<file path="config.mk">
export PLATFORM = sky130hd
export DESIGN_NAME = vx_dot8_arbiter
export DESIGN_NICKNAME = d
export VERILOG_FILES = /design/src/rtl/vx_dot8_arbiter_pkg.sv /design/src/rtl/vx_dot8_arbiter_id_fifo.sv /design/src/rtl/vx_dot8_arbiter.sv
export SDC_FILE = /design/constraint.sdc
export NUM_CORES = 1
export LEC_CHECK = 0
export CORE_AREA = 2 2 336 338
export CTS_CLUSTER_DIAMETER = 200
export DETAILED_ROUTE_END_ITERATION = 8
export DIE_AREA = 0 0 338 340
export PLACE_DENSITY = 0.3
export SETUP_SLACK_MARGIN = 0.3
export SLEW_MARGIN = 10
export SYNTH_ARGS = -nofsm -noshare
export SYNTH_HDL_FRONTEND = slang
export SYNTH_SLANG_ARGS = --single-unit
</file>
<file path="constraint.sdc">
create_clock -name clk -period 3.7 [get_ports clk]
set_input_delay 0.74 -clock clk [delete_from_list [all_inputs] [get_ports clk]]
set_output_delay 0.74 -clock clk [all_outputs]
set_load 0.05 [all_outputs]
</file>
<file path="src/rtl/vx_dot8_arbiter_pkg.sv">
// Shared DOT8 arbiter types: operand/result widths, request/response
// bundles and the packet-lock state encoding.
package VX_dot8_pkg;

    localparam int XLEN   = 32;
    localparam int LANES  = 1;
    localparam int TAGW   = 64;
    localparam int DATAW  = LANES * 2 * XLEN;
    localparam int RDATAW = LANES * XLEN;

    typedef struct packed {
        logic [DATAW-1:0] data;
        logic [TAGW-1:0]  tag;
        logic             sop;
        logic             eop;
    } dot8_req_t;

    typedef struct packed {
        logic [RDATAW-1:0] data;
        logic [TAGW-1:0]   tag;
        logic              sop;
        logic              eop;
    } dot8_rsp_t;

    typedef enum logic {
        ARB_IDLE,
        ARB_LOCKED
    } arb_state_e;

    function automatic int req_bits(int n);
        return (n > 1) ? $clog2(n) : 1;
    endfunction

endpackage

</file>
<file path="src/rtl/vx_dot8_arbiter_id_fifo.sv">
// In-order FIFO of granted requester ids; one entry per beat in flight
// inside the DOT8 unit. Pointers carry an extra wrap bit for full/empty.
module vx_dot8_id_fifo
    import VX_dot8_pkg::*;
#(
    parameter int DEPTH = 8,
    parameter int WIDTH = 2
) (
    input  logic             clk,
    input  logic             reset_n,
    input  logic             push_i,
    input  logic             pop_i,
    input  logic [WIDTH-1:0] data_i,
    output logic [WIDTH-1:0] data_o,
    output logic             full_o,
    output logic             empty_o
);

    localparam int AW = (DEPTH > 1) ? $clog2(DEPTH) : 1;

    logic [WIDTH-1:0] mem_q [DEPTH];
    logic [AW:0]      wr_q;
    logic [AW:0]      rd_q;
    logic             do_push;
    logic             do_pop;

    assign empty_o = (wr_q == rd_q);
    assign full_o  = (wr_q[AW] != rd_q[AW]) &&
                     (wr_q[AW-1:0] == rd_q[AW-1:0]);
    assign do_push = push_i & ~full_o;
    assign do_pop  = pop_i & ~empty_o;
    assign data_o  = mem_q[rd_q[AW-1:0]];

    always_ff @(posedge clk or negedge reset_n) begin
        if (!reset_n) begin
            wr_q <= '0;
            rd_q <= '0;
            for (int i = 0; i < DEPTH; i++) begin
                mem_q[i] <= '0;
            end
        end else begin
            if (do_push) begin
                mem_q[wr_q[AW-1:0]] <= data_i;
                wr_q <= wr_q + 1'b1;
            end
            if (do_pop) begin
                rd_q <= rd_q + 1'b1;
            end
        end
    end

endmodule

</file>
<file path="src/rtl/vx_dot8_arbiter.sv">
// Round-robin, packet-locked arbiter sharing one in-order DOT8 unit.
// Optional per-requester stall counters under DOT8_ARB_PERF_EN.
module vx_dot8_arbiter
    import VX_dot8_pkg::*;
#(
    parameter int NUM_REQS    = 4,
    parameter int NUM_LANES   = 1,
    parameter int TAG_WIDTH   = 64,
    parameter int MAX_OUTSTND = 8,
    localparam int RB  = req_bits(NUM_REQS),
    localparam int DW  = NUM_LANES * 2 * XLEN,
    localparam int RDW = NUM_LANES * XLEN
) (
    input  logic                          clk,
    input  logic                          reset_n,
    input  logic [NUM_REQS-1:0]           req_valid,
    input  logic [NUM_REQS*DW-1:0]        req_data,
    input  logic [NUM_REQS*TAG_WIDTH-1:0] req_tag,
    input  logic [NUM_REQS-1:0]           req_sop,
    input  logic [NUM_REQS-1:0]           req_eop,
    output logic [NUM_REQS-1:0]           req_ready,
    output logic                          dot_req_valid,
    output logic [DW-1:0]                 dot_req_data,
    output logic [TAG_WIDTH-1:0]          dot_req_tag,
    output logic                          dot_req_sop,
    output logic                          dot_req_eop,
    input  logic                          dot_req_ready,
    input  logic                          dot_rsp_valid,
    input  logic [RDW-1:0]                dot_rsp_data,
    input  logic [TAG_WIDTH-1:0]          dot_rsp_tag,
    input  logic                          dot_rsp_sop,
    input  logic                          dot_rsp_eop,
    output logic                          dot_rsp_ready,
    output logic [NUM_REQS-1:0]           rsp_valid,
    output logic [RDW-1:0]                rsp_data,
    output logic [TAG_WIDTH-1:0]          rsp_tag,
    output logic                          rsp_sop,
    output logic                          rsp_eop,
    input  logic [NUM_REQS-1:0]           rsp_ready
`ifdef DOT8_ARB_PERF_EN
   ,output logic [NUM_REQS*32-1:0]        perf_stalls
`endif
);

    arb_state_e    state_q, state_d;
    logic [RB-1:0] rr_ptr_q, rr_ptr_d;
    logic [RB-1:0] lock_id_q, lock_id_d;
    logic [RB-1:0] gid;
    logic [RB-1:0] head_id;
    logic          gvalid;
    logic          issue_ok;
    logic          accept;
    logic          pop;
    logic          fifo_full;
    logic          fifo_empty;
    int            idx;

    // A locked packet owns the unit even while its requester idles.
    always_comb begin
        gid    = lock_id_q;
        gvalid = 1'b0;
        idx    = 0;
        if (state_q == ARB_LOCKED) begin
            gvalid = req_valid[lock_id_q];
        end else begin
            for (int k = NUM_REQS - 1; k >= 0; k--) begin
                idx = int'(rr_ptr_q) + k;
                if (idx >= NUM_REQS) idx = idx - NUM_REQS;
                if (req_valid[idx]) begin
                    gid    = RB'(idx);
                    gvalid = 1'b1;
                end
            end
        end
    end

    assign issue_ok      = dot_req_ready & ~fifo_full & reset_n;
    assign dot_req_valid = gvalid & ~fifo_full & reset_n;
    assign accept        = dot_req_valid & dot_req_ready;

    always_comb begin
        req_ready      = '0;
        req_ready[gid] = gvalid & issue_ok;
    end

    assign dot_req_data = req_data[int'(gid)*DW +: DW];
    assign dot_req_tag  = req_tag[int'(gid)*TAG_WIDTH +: TAG_WIDTH];
    assign dot_req_sop  = req_sop[gid];
    assign dot_req_eop  = req_eop[gid];

    always_comb begin
        state_d   = state_q;
        lock_id_d = lock_id_q;
        rr_ptr_d  = rr_ptr_q;
        if (accept) begin
            if (dot_req_eop) begin
                state_d  = ARB_IDLE;
                rr_ptr_d = (int'(gid) == NUM_REQS - 1) ? '0 : gid + 1'b1;
            end else begin
                state_d   = ARB_LOCKED;
                lock_id_d = gid;
            end
        end
    end

    always_ff @(posedge clk or negedge reset_n) begin
        if (!reset_n) begin
            state_q   <= ARB_IDLE;
            lock_id_q <= '0;
            rr_ptr_q  <= '0;
        end else begin
            state_q   <= state_d;
            lock_id_q <= lock_id_d;
            rr_ptr_q  <= rr_ptr_d;
        end
    end

    vx_dot8_id_fifo #(
        .DEPTH (MAX_OUTSTND),
        .WIDTH (RB)
    ) u_id_fifo (
        .clk     (clk),
        .reset_n (reset_n),
        .push_i  (accept),
        .pop_i   (pop),
        .data_i  (gid),
        .data_o  (head_id),
        .full_o  (fifo_full),
        .empty_o (fifo_empty)
    );

    always_comb begin
        rsp_valid          = '0;
        rsp_valid[head_id] = dot_rsp_valid & ~fifo_empty & reset_n;
    end

    assign dot_rsp_ready = rsp_ready[head_id] & ~fifo_empty;
    assign pop           = dot_rsp_valid & dot_rsp_ready;
    assign rsp_data      = dot_rsp_data;
    assign rsp_tag       = dot_rsp_tag;
    assign rsp_sop       = dot_rsp_sop;
    assign rsp_eop       = dot_rsp_eop;

    rsp_without_id_a: assert property (@(posedge clk) disable iff (!reset_n)
        !(dot_rsp_valid && fifo_empty));

`ifdef DOT8_ARB_PERF_EN
    logic [NUM_REQS-1:0][31:0] stalls_q;

    always_ff @(posedge clk or negedge reset_n) begin
        if (!reset_n) begin
            stalls_q <= '0;
        end else begin
            for (int i = 0; i < NUM_REQS; i++) begin
                if (req_valid[i] && !req_ready[i] && !(&stalls_q[i])) begin
                    stalls_q[i] <= stalls_q[i] + 32'd1;
                end
            end
        end
    end

    assign perf_stalls = stalls_q;
`endif

endmodule

</file>
==> results of run 1 <==
## power by group
part           total (mW)  switching [mW]  leakage [nW]  internal, mW
logic                28.1            14.7          7.70          13.4
registers           0.672           0.204         0.349         0.468
clock network       0.471           0.135        0.0842         0.335
total                29.2            15.0          8.13          14.2
## metal layers
metal  part of all wire, %  vias up  global-route usage [%]
li1                      -     5096                       -
met1                    38     5133                   12.51
met2                    51      487                   20.85
met3                   8.4       86                   3.624
met4                   2.9       12                   2.944
met5                 0.094        -                       0
## worst max-delay path, delay by kind of cell
kind	cells	cell delay [ns]
compound gates	4	0.74
buf+inv	5	0.85
simple gates	3	0.38
## Yosys cell counts, types with 3 or more instances
library cell and number:
sky130_fd_sc_hd__mux2_4 3, sky130_fd_sc_hd__a21oi_1 4, sky130_fd_sc_hd__and2_1 4, sky130_fd_sc_hd__and3_1 134
sky130_fd_sc_hd__nor2_1 12, sky130_fd_sc_hd__mux2_2 17, sky130_fd_sc_hd__xnor2_1 7, sky130_fd_sc_hd__buf_2 33
sky130_fd_sc_hd__a31oi_1 130, sky130_fd_sc_hd__mux4_2 5, sky130_fd_sc_hd__mux2i_1 3, sky130_fd_sc_hd__nor2b_1 4
sky130_fd_sc_hd__nand2_1 524, sky130_fd_sc_hd__dfrtp_1 29, sky130_fd_sc_hd__ha_1 6, sky130_fd_sc_hd__nand3_1 3
sky130_fd_sc_hd__buf_4 100, sky130_fd_sc_hd__nor3b_1 4, sky130_fd_sc_hd__inv_1 6, sky130_fd_sc_hd__clkbuf_1 60
sky130_fd_sc_hd__o22ai_1 3, sky130_fd_sc_hd__xor2_1 4
## repair_timing
| item | CTS | global route |
|---|---|---|
| cloned | 35 | 6 |
| pin swaps | 67 | 101 |
| hold buffers | 0 | 0 |
| setup buffers | 35 | 21 |
| setup endpoints to repair | 135 | 134 |
| resized for setup | 302 | 211 |
## cell families (layout without fill, tap and decap cells)
group	after synthesis	after routing	synth area share, %
and+or+nand+nor	696	696	46.06
buffers and inverters	202	871	18.11
AOI/OAI and AO/OA	152	152	15.29
muxes	32	32	6.893
DFF	29	29	11.04
xor gates and xnor gates	11	11	1.466
adders and majority gates	6	6	1.142
other	0	8	0
## state kept, by name (all words and copies together) (netlist names)
name	cells
rr_ptr_q	2
u_id_fifo.wr_q	4
u_id_fifo.rd_q	4
lock_id_q	2
state_q	1
u_id_fifo.mem_q	16
## stage by stage
stage / utilization [%] / setup WS [ns] / std cells
final: 19.39 / 0.2011 / 3305
after global routing: 19.38 / 0.1046 / 3301
after CTS: 18.32 / 0.1758 / 3270
after detailed placement: 16.03 / -0.3333 / 3192
after global placement: 16.03 / -0.3736 / 3192
after floorplan: - / 0.1093 / 1128
## area by class of cell
cell class	count	area, µm²
clock buffers	7	142.6
fillers	12323	89940
inverters	7	60.06
well taps	1500	1877
clock inverters	1	30.03
repair inverters	3	76.32
flip-flops and latches	29	729.5
diodes	8	20.02
multi-input cells	897	7809
repair buffers	853	10890
## worst min path at each step
stage / end / startpoint / cells past startpoint / slack [ns]
final: u_id_fifo.rd_q[3] / u_id_fifo.rd_q[3] / 1 / 0.48
after global routing: u_id_fifo.rd_q[3] / u_id_fifo.rd_q[3] / 1 / 0.50
after CTS: u_id_fifo.rd_q[3] / u_id_fifo.rd_q[3] / 1 / 0.49
after detailed placement: u_id_fifo.rd_q[3] / u_id_fifo.rd_q[3] / 1 / 0.48
after global placement: u_id_fifo.rd_q[3] / u_id_fifo.rd_q[3] / 1 / 0.48
after floorplan: lock_id_q[0] / reset_n / 0 / 0.44
==> metrics.yaml, run 1 <==
route.detailed.drc: 0
yosysWarnings: 0
critical_path.startpoint_type: "input port"
core_region_um2: 111600
clk_latency_ns: 0.27
drv.max_cap_violation_count: 0
fp.dieH_um: 340
route.detailed.vias_per_inst: 3.272
finalCritPeriodShare_pct: 94.56
worstPathCellList: "buf_6 > and2_4 > a211oi_2 > o21ai_2 > a22o_4 > buf_12 > clkinv_16 > bufbuf_16 > nand2_1 > and3_4 > a31oi_4 > buf_12"
placed_cell_area_um2: 17890
hpwlAfterDp_um: 51860
cts.reportedPaths.clkPinSlew_ns: 0.04
startpoint: "req_valid[2]"
grt_max_degree: 30
rsz0062_at_grt: "yes"
detail_route.iter0.violations: 383
worst_case_vdd_ir_drop_mv: 0.6313
first_pass_grt_wire_length_um: 92580
synth_cell_type_count: 50
initial_core_util_pct: 5.890
worst-r2r-cell-count: 11
layout-drive-gt1-share_pct: 41.79
layout.cells.most_common_list: "527 x sky130_fd_sc_hd__clkdlybuf4s50_1, 398 x sky130_fd_sc_hd__nand2_1, 148 x sky130_fd_sc_hd__buf_12, 129 x sky130_fd_sc_hd__a31oi_4, 104 x sky130_fd_sc_hd__and3_4"
post-route-cell-area_um2: 21630
synth_seq_cells: 29
cts-root-to-sink-buffers: 2
worst_ep_required_time_ns: 2.96
finalSetupViolCount: 0
postRouteWirelength_um: 70050
antenna_violations_before_repair: 19
regToRegSetupSlack_ns: 0.88
maxSlewHeadroom_pct: 70.37
holdWs_ns: 0.4824
asyncSetResetFlopFracSynth_pct: 100.0
worst-endpoint-arrival_ns: 2.76
die-width_um: 338
total_power_mw: 29.24
post_synth_edffs: 0
floorplan.rows: 123
postSynthAreaPerCell_um2: 5.826
holdCritPathClass: "flop to flop"
synth_top_flop_cell: "sky130_fd_sc_hd__dfrtp_1"
worst_slew_pin_slew_ns: 0.4435
number_of_global_route_vias_before_repair: 11713
synthesized_instance_count: 1128
gr-total-overflow: 0
cts_tree: "done"
ant_nets: 0
routabilityCongestion: 0.8669
synth_top_cell_by_area: "sky130_fd_sc_hd__nand2_1"
grtUsageTotal_pct: 11.38
fin_setup_tns_ns: 0
synthDominantCellAreaShare_pct: 29.93
critical-path-slowest-cell: "sky130_fd_sc_hd__bufbuf_16"
critical_path_class: "input port to output pin"
finalCriticalPeriod_ns: 3.499
final-max-slew-violation-count: 0
synth-seq-area-share_pct: 11.04
r2r-start: "rr_ptr_q[0]"
die_area_um2: 114900
detail_route.first_pass.iterations: 6
mappedNetlistNets: 1764
power_per_cell_area_nw_per_um2: 1351
cts_sinks: 29
cts.htree.levels: 2
status: "finished clean"
netlist_area_um2: 6571
timing.clock.skew_ns: 0.01017
post_drt_wl_per_cell_um: 21.20
tritoncts.num_buffers: 5
regToRegEndpoint: "rr_ptr_q[1]"
critical-path-max-stage-delay_ns: 0.28
hold_violations: 0
crit_path_frequent_cell: "sky130_fd_sc_hd__buf_12"
top_level_ports: 868
leakagePower_nw: 8.133
critPathCapture: "dot_req_tag[50]"
fmax_mhz: 285.8
portBuffers: 671
vias: 10814
worst_setup_path_end_kind: "output pin"
area_growth_pct: 229.2
path_max_fanout: 9
fin_nets: 2432
clock_tree.root_cell: "sky130_fd_sc_hd__clkbuf_16"
synth.top_cells.by_area: "sky130_fd_sc_hd__nand2_1 30%, sky130_fd_sc_hd__and3_1 13%, sky130_fd_sc_hd__a31oi_1 12%"
layout.cells.most_common: "sky130_fd_sc_hd__clkdlybuf4s50_1"
No activity file was read; power rests on OpenSTA's default activity.
==> run 2: changes to the inputs <==
--- a/config.mk
+++ b/config.mk
@@ -10,6 +10,7 @@
 export DETAILED_ROUTE_END_ITERATION = 8
 export DIE_AREA = 0 0 338 340
 export PLACE_DENSITY = 0.3
+export REMOVE_ABC_BUFFERS = 1
 export SETUP_SLACK_MARGIN = 0.3
 export SLEW_MARGIN = 10
 export SYNTH_ARGS = -nofsm -noshare
==> run 2 against run 1 <==
  * Register-to-register slack worse by 0.18 ns
  * Setup slack worse by 0.048 ns
  * Non-clock buffer count up 114
  * First-iteration DRC count up 74%
  * Critical endpoint is now dot_req_tag[4]
  * Global-route usage up 4.1 points
==> metrics.yaml, run 2 (same netlist as run 1, synthesis figures left out) <==
status: "finished clean"
dp_worst_setup_slack_ns: -0.9524
vias: 12193
registers_with_the_most_flip_flops: "u_id_fifo.mem_q (16), u_id_fifo.rd_q (4), u_id_fifo.wr_q (4)"
final-max-slew-violation-count: 0
cts.reportedPaths.clkPinSlew_ns: 0.05
worst_path_dominant_cell_family: "buffers and inverters"
post_drt_wl_per_cell_um: 28.84
die_area_um2: 114900
maxSlewHeadroom_pct: 69.87
total_power_mw: 31.46
detail_route.iter0.violations: 665
drv.max_cap_violation_count: 0
detail_route.first_pass.iterations: 5
num-fill-cells: 12250
postRouteWirelength_um: 98530
routabilityCongestion: 0.7938
clk_latency_ns: 0.27
power_per_cell_area_nw_per_um2: 1389
leakagePower_nw: 8.896
route.detailed.drc: 0
regToRegSetupSlack_ns: 0.70
top_register: "u_id_fifo.mem_q"
largest_register_ffs: 16
fmax_mhz: 281.9
worstPathCellList: "buf_12 > nor4b_4 > a211o_1 > o21ai_2 > a22o_4 > buf_12 > inv_12 > buf_12 > buf_16 > buf_16 > nand2_2 > and3_4 > a31oi_1 > buf_4"
cts-root-to-sink-buffers: 2
rsz0062_at_grt: "yes"
cts_tree: "done"
finalCriticalPeriod_ns: 3.547
grt_most_used_layer: "met2"
critical_path_class: "input port to output pin"
grt_use_met2_pct: 23.56
globalRouteMet1Util_pct: 16.51
crit_path_frequent_cell: "sky130_fd_sc_hd__buf_12"
worst_case_vdd_ir_drop_mv: 0.6304
top_level_ports: 868
hold_violations: 0
holdCritPathClass: "flop to flop"
route.detailed.vias_per_inst: 3.569
cts.htree.levels: 2
path_max_fanout: 7
initial_core_util_pct: 5.890
worst_slew_pin_slew_ns: 0.4520
clock_tree.root_cell: "sky130_fd_sc_hd__clkbuf_16"
fp.dieH_um: 340
grt_max_degree: 48
finalCritPeriodShare_pct: 95.87
portBuffers: 671
worst_setup_path_end_kind: "output pin"
critical-path-max-stage-delay_ns: 0.25
layout.cells.most_common: "sky130_fd_sc_hd__clkdlybuf4s50_1"
first_pass_grt_wire_length_um: 118400
post-route-worst-setup-slack_ns: 0.1527
fin_nets: 2544
tritoncts.num_buffers: 5
cts_sinks: 29
timing.clock.skew_ns: 0.007898
die-width_um: 338
floorplan.rows: 123
globalRouteMet3Util_pct: 12.10
multi_input_logic_area_um2: 7584
layout-drive-gt1-share_pct: 47.98
hpwlAfterDp_um: 70630
critical_path.startpoint_type: "input port"
layout.area.seq_um2: 729.5
finalSetupViolCount: 0
layout.cells.most_common_list: "527 x sky130_fd_sc_hd__clkdlybuf4s50_1, 317 x sky130_fd_sc_hd__nand2_1, 149 x sky130_fd_sc_hd__buf_12, 129 x sky130_fd_sc_hd__nand2_2, 114 x sky130_fd_sc_hd__buf_4"
layout.core_utilization_pct: 20.31
area_growth_pct: 244.8
core_region_um2: 111600
crit_buf_inv: 7
number_of_global_route_vias_before_repair: 12422
critical-path-slowest-cell: "sky130_fd_sc_hd__a22o_4"
gr-total-overflow: 0
fin_setup_tns_ns: 0
holdBufCountCts: 0
ant_nets: 0
worst_ep_required_time_ns: 2.96
grtUsageTotal_pct: 15.46
antenna_violations_before_repair: 32
worst-endpoint-arrival_ns: 2.81
run 2: cell count changes in the layout (fill, tap and decap cells not counted), sizes merged:
cell	previous run	this run
buf	316	426
diode	8	7
clkbuf	13	20
bufinv	1	0
bufbuf	4	1
inv	7	6
run 2: final cells by class:
cell class	instances	area share [%]
antenna	7	0.07731
clock buffer	7	0.6737
clock inverter	1	0.02209
inverter	7	0.2871
multi-input combinational	897	33.47
sequential	29	3.219
tap	1500	8.283
timing repair buffer	967	53.90
timing repair inverter	1	0.07178
run 2: power by group:
group	leakage [nW]	switching [mW]	internal, mW
combinational	8.47	15.5	14.9
clock	0.0799	0.135	0.284
sequential	0.349	0.205	0.468
run 2: worst paths after layout:
check                                     end  cells after the start              start
hold / removal              u_id_fifo.wr_q[3]                      1  u_id_fifo.wr_q[3]
setup reg to reg                 lock_id_q[1]                     13        rr_ptr_q[0]
setup / recovery               dot_req_tag[4]                     14       req_valid[2]
min in group asynchronous   u_id_fifo.rd_q[2]                      2            reset_n
max in group asynchronous  u_id_fifo.mem_q[7]                      2            reset_n
hold reg to reg             u_id_fifo.wr_q[3]                      1  u_id_fifo.wr_q[3]
run 2: metal layers:
metal | vias to the layer above | share of wire (%)
met3 | 109 | 16
li1 | 5306 | -
met4 | 34 | 2.0
met1 | 5848 | 37
met2 | 896 | 44
met5 | - | 1.2
run 2: what timing repair did:
| item | in CTS | in global routing |
|---|---|---|
| pin swaps | 132 | 171 |
| gates resized for setup | 477 | 371 |
| gates cloned | 43 | 14 |
| setup endpoints to repair | 135 | 135 |
| buffers inserted | 70 | 53 |
run 2: metrics by stage:
stage          std cells  area (µm²)  hold slack [ns]
2_1_floorplan        933        5408           0.4444
3_3_place_gp        3221       16000           0.4790
3_5_place_dp        3221       16000           0.4825
6_report            3416       22660           0.4903
4_1_cts             3342       20180           0.4888
5_1_grt             3411       22650           0.4950
==> run 3: changes to the inputs <==
--- a/config.mk
+++ b/config.mk
@@ -10,7 +10,6 @@
 export DETAILED_ROUTE_END_ITERATION = 8
 export DIE_AREA = 0 0 338 340
 export PLACE_DENSITY = 0.3
-export REMOVE_ABC_BUFFERS = 1
 export SETUP_SLACK_MARGIN = 0.3
 export SLEW_MARGIN = 10
 export SYNTH_ARGS = -nofsm -noshare
==> results of run 3 <==
The final DEF is identical to that of run 1; final timing and power are the same.
